[src/rtl/peripheral_dbg_soc_dem_uart_bridge_pkg.sv]
// Shared types and AHB3-Lite encodings for the debug UART AHB3 bridge.
package peripheral_dbg_soc_dem_uart_bridge_pkg;

    typedef enum logic [2:0] {
        IDLE,
        ACCESS,
        RESP,
        ERR1,
        ERR2
    } state_t;

    localparam logic [1:0] HTRANS_IDLE   = 2'b00;
    localparam logic [1:0] HTRANS_BUSY   = 2'b01;
    localparam logic [1:0] HTRANS_NONSEQ = 2'b10;
    localparam logic [1:0] HTRANS_SEQ    = 2'b11;

    localparam logic HRESP_OKAY  = 1'b0;
    localparam logic HRESP_ERROR = 1'b1;

endpackage

[src/rtl/peripheral_dbg_soc_osd_dem_uart_ahb3_wdog.sv]
// ACCESS-phase watchdog: counts cycles without an ack and flags expiry on the
// last allowed cycle. Only instantiated when DEM_UART_AHB3_TIMEOUT_EN is defined.
module peripheral_dbg_soc_osd_dem_uart_ahb3_wdog #(
    parameter int TIMEOUT_CYCLES = 255
) (
    input  logic clk,
    input  logic rst,
    input  logic clear,
    input  logic enable,
    output logic expire
);

    logic [7:0] count;

    always_ff @(posedge clk or negedge rst) begin
        if (!rst) begin
            count <= 8'd0;
        end else if (clear) begin
            count <= 8'd0;
        end else if (enable) begin
            count <= count + 8'd1;
        end
    end

    // Fires in the cycle whose increment would reach TIMEOUT_CYCLES.
    assign expire = enable && (count == 8'(TIMEOUT_CYCLES - 1));

endmodule

[src/rtl/peripheral_dbg_soc_osd_dem_uart_ahb3_bridge.sv]
// AHB3-Lite slave to byte-wide req/ack register bus bridge for the debug UART.
// Optional ACCESS timeout enabled by defining DEM_UART_AHB3_TIMEOUT_EN.
module peripheral_dbg_soc_osd_dem_uart_ahb3_bridge
    import peripheral_dbg_soc_dem_uart_bridge_pkg::*;
#(
    parameter int XLEN           = 32,
    parameter int ADDR_SHIFT     = 2,
    parameter int TIMEOUT_CYCLES = 255
) (
    input  logic            clk,
    input  logic            rst,
    input  logic            ahb3_hsel_i,
    input  logic [15:0]     ahb3_haddr_i,
    input  logic [XLEN-1:0] ahb3_hwdata_i,
    input  logic            ahb3_hwrite_i,
    input  logic [2:0]      ahb3_hsize_i,
    input  logic [1:0]      ahb3_htrans_i,
    input  logic            ahb3_hready_i,
    output logic [XLEN-1:0] ahb3_hrdata_o,
    output logic            ahb3_hready_o,
    output logic            ahb3_hresp_o,
    output logic            bus_req,
    output logic [2:0]      bus_addr,
    output logic            bus_write,
    output logic [7:0]      bus_wdata,
    input  logic            bus_ack,
    input  logic [7:0]      bus_rdata
);

    localparam int LANE_W = $clog2(XLEN / 8);

    state_t            state, next_state;
    logic [2:0]        addr_q;
    logic [LANE_W-1:0] lane_q;
    logic              write_q;
    logic              ready_state;
    logic              accept;
    logic              size_err;
    logic              expire;
    logic              unused_bits;

    assign ready_state = (state == IDLE) || (state == RESP) || (state == ERR2);
    assign accept      = ready_state && ahb3_hsel_i && ahb3_htrans_i[1] && ahb3_hready_i;
    assign size_err    = ahb3_hsize_i > 3'(LANE_W);
    assign unused_bits = ^{ahb3_haddr_i, ahb3_htrans_i[0]};

    always_ff @(posedge clk or negedge rst) begin
        if (!rst) begin
            state <= IDLE;
        end else begin
            state <= next_state;
        end
    end

    always_ff @(posedge clk or negedge rst) begin
        if (!rst) begin
            addr_q  <= 3'd0;
            lane_q  <= '0;
            write_q <= 1'b0;
        end else if (accept) begin
            addr_q  <= ahb3_haddr_i[ADDR_SHIFT+2:ADDR_SHIFT];
            lane_q  <= ahb3_haddr_i[LANE_W-1:0];
            write_q <= ahb3_hwrite_i;
        end
    end

    // Read data is replicated on every byte lane so any lane offset sees it.
    always_ff @(posedge clk or negedge rst) begin
        if (!rst) begin
            ahb3_hrdata_o <= '0;
        end else if ((state == ACCESS) && bus_ack && !write_q) begin
            ahb3_hrdata_o <= {(XLEN/8){bus_rdata}};
        end
    end

    always_comb begin
        next_state    = state;
        ahb3_hready_o = 1'b1;
        ahb3_hresp_o  = HRESP_OKAY;
        bus_req       = 1'b0;
        case (state)
            IDLE, RESP, ERR2: begin
                if (state == ERR2) begin
                    ahb3_hresp_o = HRESP_ERROR;
                end
                if (accept) begin
                    next_state = size_err ? ERR1 : ACCESS;
                end else begin
                    next_state = IDLE;
                end
            end
            ACCESS: begin
                bus_req       = 1'b1;
                ahb3_hready_o = 1'b0;
                if (bus_ack) begin
                    next_state = RESP;
                end else if (expire) begin
                    next_state = ERR1;
                end
            end
            ERR1: begin
                ahb3_hready_o = 1'b0;
                ahb3_hresp_o  = HRESP_ERROR;
                next_state    = ERR2;
            end
            default: begin
                next_state = IDLE;
            end
        endcase
    end

    assign bus_addr  = addr_q;
    assign bus_write = write_q && bus_req;
    // hwdata is held stable by the master across wait states.
    assign bus_wdata = ahb3_hwdata_i[{lane_q, 3'b000} +: 8];

`ifdef DEM_UART_AHB3_TIMEOUT_EN
    peripheral_dbg_soc_osd_dem_uart_ahb3_wdog #(
        .TIMEOUT_CYCLES(TIMEOUT_CYCLES)
    ) u_wdog (
        .clk   (clk),
        .rst   (rst),
        .clear (state != ACCESS),
        .enable((state == ACCESS) && !bus_ack),
        .expire(expire)
    );
`else
    localparam int unused_timeout = TIMEOUT_CYCLES;
    assign expire = 1'b0;
`endif

endmodule

[config.mk]
export PLATFORM = sky130hd
export DESIGN_NAME = peripheral_dbg_soc_osd_dem_uart_ahb3_bridge
export DESIGN_NICKNAME = d
export VERILOG_FILES = /design/src/rtl/peripheral_dbg_soc_dem_uart_bridge_pkg.sv /design/src/rtl/peripheral_dbg_soc_osd_dem_uart_ahb3_wdog.sv /design/src/rtl/peripheral_dbg_soc_osd_dem_uart_ahb3_bridge.sv
export SDC_FILE = /design/constraint.sdc
export NUM_CORES = 1
export LEC_CHECK = 0
export BUFFER_PORTS_ARGS = -buffer_cell sky130_fd_sc_hd__buf_2
export CORE_UTILIZATION = 35
export DETAILED_ROUTE_END_ITERATION = 10
export GPL_TIMING_DRIVEN = 0
export PLACE_DENSITY_LB_ADDON = 0.05
export SETUP_SLACK_MARGIN = 0.3
export SYNTH_ARGS = -nofsm -noshare
export SYNTH_HDL_FRONTEND = slang
export SYNTH_SLANG_ARGS = --single-unit
[constraint.sdc]
create_clock -name clk -period 1.5 [get_ports clk]
set_input_delay 0.075 -clock clk [delete_from_list [all_inputs] [get_ports clk]]
set_output_delay 0.075 -clock clk [all_outputs]
set_load 0.01 [all_outputs]
==> run_results.csv <==
group,metric,value,unit
sta,hold_viol,0,
sta,clock_skew,0.00269,ns
global_route,gr-total-overflow,0,
routing,routed_wl,2.81,mm
power_and_ir_drop,p_per_area,1510,mW/mm^2
floorplanning,die-area,0.00331,mm^2
global_route,grt_pass1_wl,4.12,mm
critical_path,crit_fanout,5,
yosys,netlist_area,0.00108,mm^2
critical_path,end_kind,"output pin",
critical_path,path_buf_inv,2,
yosys,ys_warn_count,0,
clocking,cts_buffer_depth,2,
floorplanning,core_area,0.00283,mm^2
sta,fmax,654,MHz
routing,vias_per_cell,4.52,
global_route,grt_max_degree,18,
power_and_ir_drop,p_leak,1.04,nW
sta,final.period_utilization,102,%
placement,dp_slack,0.0724,ns
yosys,synth_nets,147,
outcome,violations,"DRC, setup timing",
flow_run,maxCapViolations,0,
clocking,clk_latency,0.28,ns
finish,drive_gt1_share,85.2,%
clocking,numClockSinks,17,
critical_path,critical-path-slowest-cell,"mux4_2",
sta,worstMarginPinSlew,0.392,ns
power_and_ir_drop,vdd_drop_max,1.05,mV
hold_path,min_path_type,"input port to register",
floorplanning,ios,114,
routing,drt_iter0_drc,22,
sta,holdWs,0.0138,ns
sta,slew_viol_final,0,
clocking,cts_tree,"built",
yosys,netlist_instances,80,
yosys,synth_seq_cells,17,
placement,port_buffers,101,
routing,drt.antenna.violating_nets,0,
critical_path,cp_cell_sequence,"buf_6 > mux4_2 > buf_6",
hold_path,min_path_cells,2,
global_route,busiest_layer,"met2",
routing,dr_total_vias,1025,
clocking,htree_levels,1,
floorplanning,die_x,57.5,um
global_route,grt_util_met3,3.40,%
finish,syn_to_final_growth,73.1,%
critical_path,critical_path_class,"register to output pin",
sta,max_slew_margin,73.9,%
critical_path,rr_worst_depth,4,
sta,setup_viol,8,
yosys,ys_types,20,
critical_path,cp_data_arrival_time,1.46,ns
floorplanning,die_y,57.5,um
routing,drc,9,
finish,final_util,66.1,%
critical_path,crit_path_start_kind,"register",
clocking,cts_root_buf,"clkbuf_4",
routing,dr.pass1.iters,7,
yosys,synth.avg_cell_area,13.5,um^2
global_route,met1_usage,16.7,%
global_route,antenna_found_initial,0,
critical_path,crit_required,1.42,ns
critical_path,crit_cells,3,
sta,finalWorstSetupSlack,-0.0301,ns
finish,fin_nets,264,
sta,post-route-min-period,1.53,ns
clocking,clkSlewWorstSetupHoldPaths,0.10,ns
global_route,first_global_vias,970,
power_and_ir_drop,power,2.83,mW
global_route,grt_use_met2,32.2,%
floorplanning,rows,19,
placement,hpwl,2.06,mm
critical_path,critPathMaxStageDelay,0.51,ns
yosys,ys_seq_area_share,39.4,%
critical_path,cp_common_cell,"buf_6",
routing,routedWlPerCell,12.4,um
clocking,cts_buffers,3,
critical_path,crit_family,"multiplexers",
outcome,status,"finished, violations left",
placement,routabilityCongestion,0.650,
finish,diodes,0,
global_route,grt_use_total,16.3,%
floorplanning,start_util,38.2,%
sta,grt_setup_unrepaired,"true",
## area by class of cell
type / count / area, um^2
plain buffers: 27 / 211
clock buffers: 4 / 26.3
fillers: 242 / 960
inverters: 1 / 3.75
multi-input cells: 35 / 519
flip-flops and latches: 17 / 425
well taps: 31 / 38.8
repair buffers: 112 / 644
## placed cells by master, fill, tap and decap left out, types with 3 or more instances in the layout
cell	instances
mux2_4	14
nor2_4	3
dfrtp_1	17
buf_4	29
buf_6	6
buf_2	97
mux4_2	8
clkbuf_4	3
dlygate4sd3_1	5
## metal layers
metal / vias up / wire [um]
met1: 479 / 961
met4: 0 / 12
met5: - / 0
met2: 50 / 1600
met3: 2 / 241
li1: 494 / -
## synth_stat cells
cell type / instances / area share [%]
a21o_1: 1 / 0.70
a21o_2: 1 / 0.81
a21oi_1: 1 / 0.46
and2_1: 1 / 0.58
buf_1: 1 / 0.35
buf_2: 1 / 0.46
buf_4: 24 / 17
buf_6: 1 / 1.0
dfrtp_1: 17 / 39
inv_1: 1 / 0.35
mux2_2: 8 / 8.3
mux2_4: 6 / 8.3
mux4_2: 8 / 17
nand4b_1: 1 / 0.81
nand4bb_1: 1 / 1.0
nor2_1: 3 / 1.0
nor2_4: 1 / 1.0
o21ai_0: 1 / 0.46
o31ai_1: 1 / 0.70
or2b_1: 1 / 0.70
## flip-flops by register name, summed over array words and instances, names as in the netlist
name	count
bus_addr	3
write_q	1
state	3
lane_q	2
ahb3_hrdata_o	8
## logic make-up (layout without fill, tap and decap cells)
logic type / Yosys count / after routing / synth area share [%]
simple gates: 8 / 8 / 5.21
compound gates: 5 / 5 / 3.13
flops: 17 / 17 / 39.4
buf+inv: 28 / 144 / 18.9
mux: 22 / 22 / 33.4
## worst paths after layout
kind	start	endpoint	slack, ns
setup / recovery	lane_q[0]	bus_wdata[1]	-0.03
hold / removal	ahb3_haddr_i[0]	lane_q[0]	0.01
setup reg to reg	state[0]	bus_addr[1]	0.08
hold reg to reg	bus_addr[2]	bus_addr[2]	0.52
max in group asynchronous	rst	bus_addr[0]	0.98
min in group asynchronous	rst	ahb3_hrdata_o[23]	0.24
## repair_timing
item / in CTS / in global routing
hold endpoints to repair: 18 / 3
resized for setup: 14 / 12
hold buffers: 2 / 3
buffers inserted: 4 / 1
setup endpoints to repair: 27 / 28
gates cloned: 1 / 0
pin swaps: 2 / 0
## where the power goes
| group | internal, mW | total, mW | leakage (nW) | switching (mW) |
|---|---|---|---|---|
| Combinational | 1.14 | 1.81 | 0.813 | 0.673 |
| Clock | 0.103 | 0.244 | 0.0150 | 0.141 |
| Sequential | 0.607 | 0.771 | 0.208 | 0.163 |
## stage by stage
stage / instances / TNS, ns / instance area [um^2]
2_1_floorplan: 80 / 0 / 1100
3_3_place_gp: 212 / 0 / 1640
3_5_place_dp: 212 / 0 / 1640
4_1_cts: 223 / -0.238 / 1780
5_1_grt: 227 / -0.695 / 1870
6_report: 227 / -0.168 / 1870
No activity file was read; power rests on OpenSTA's default activity.
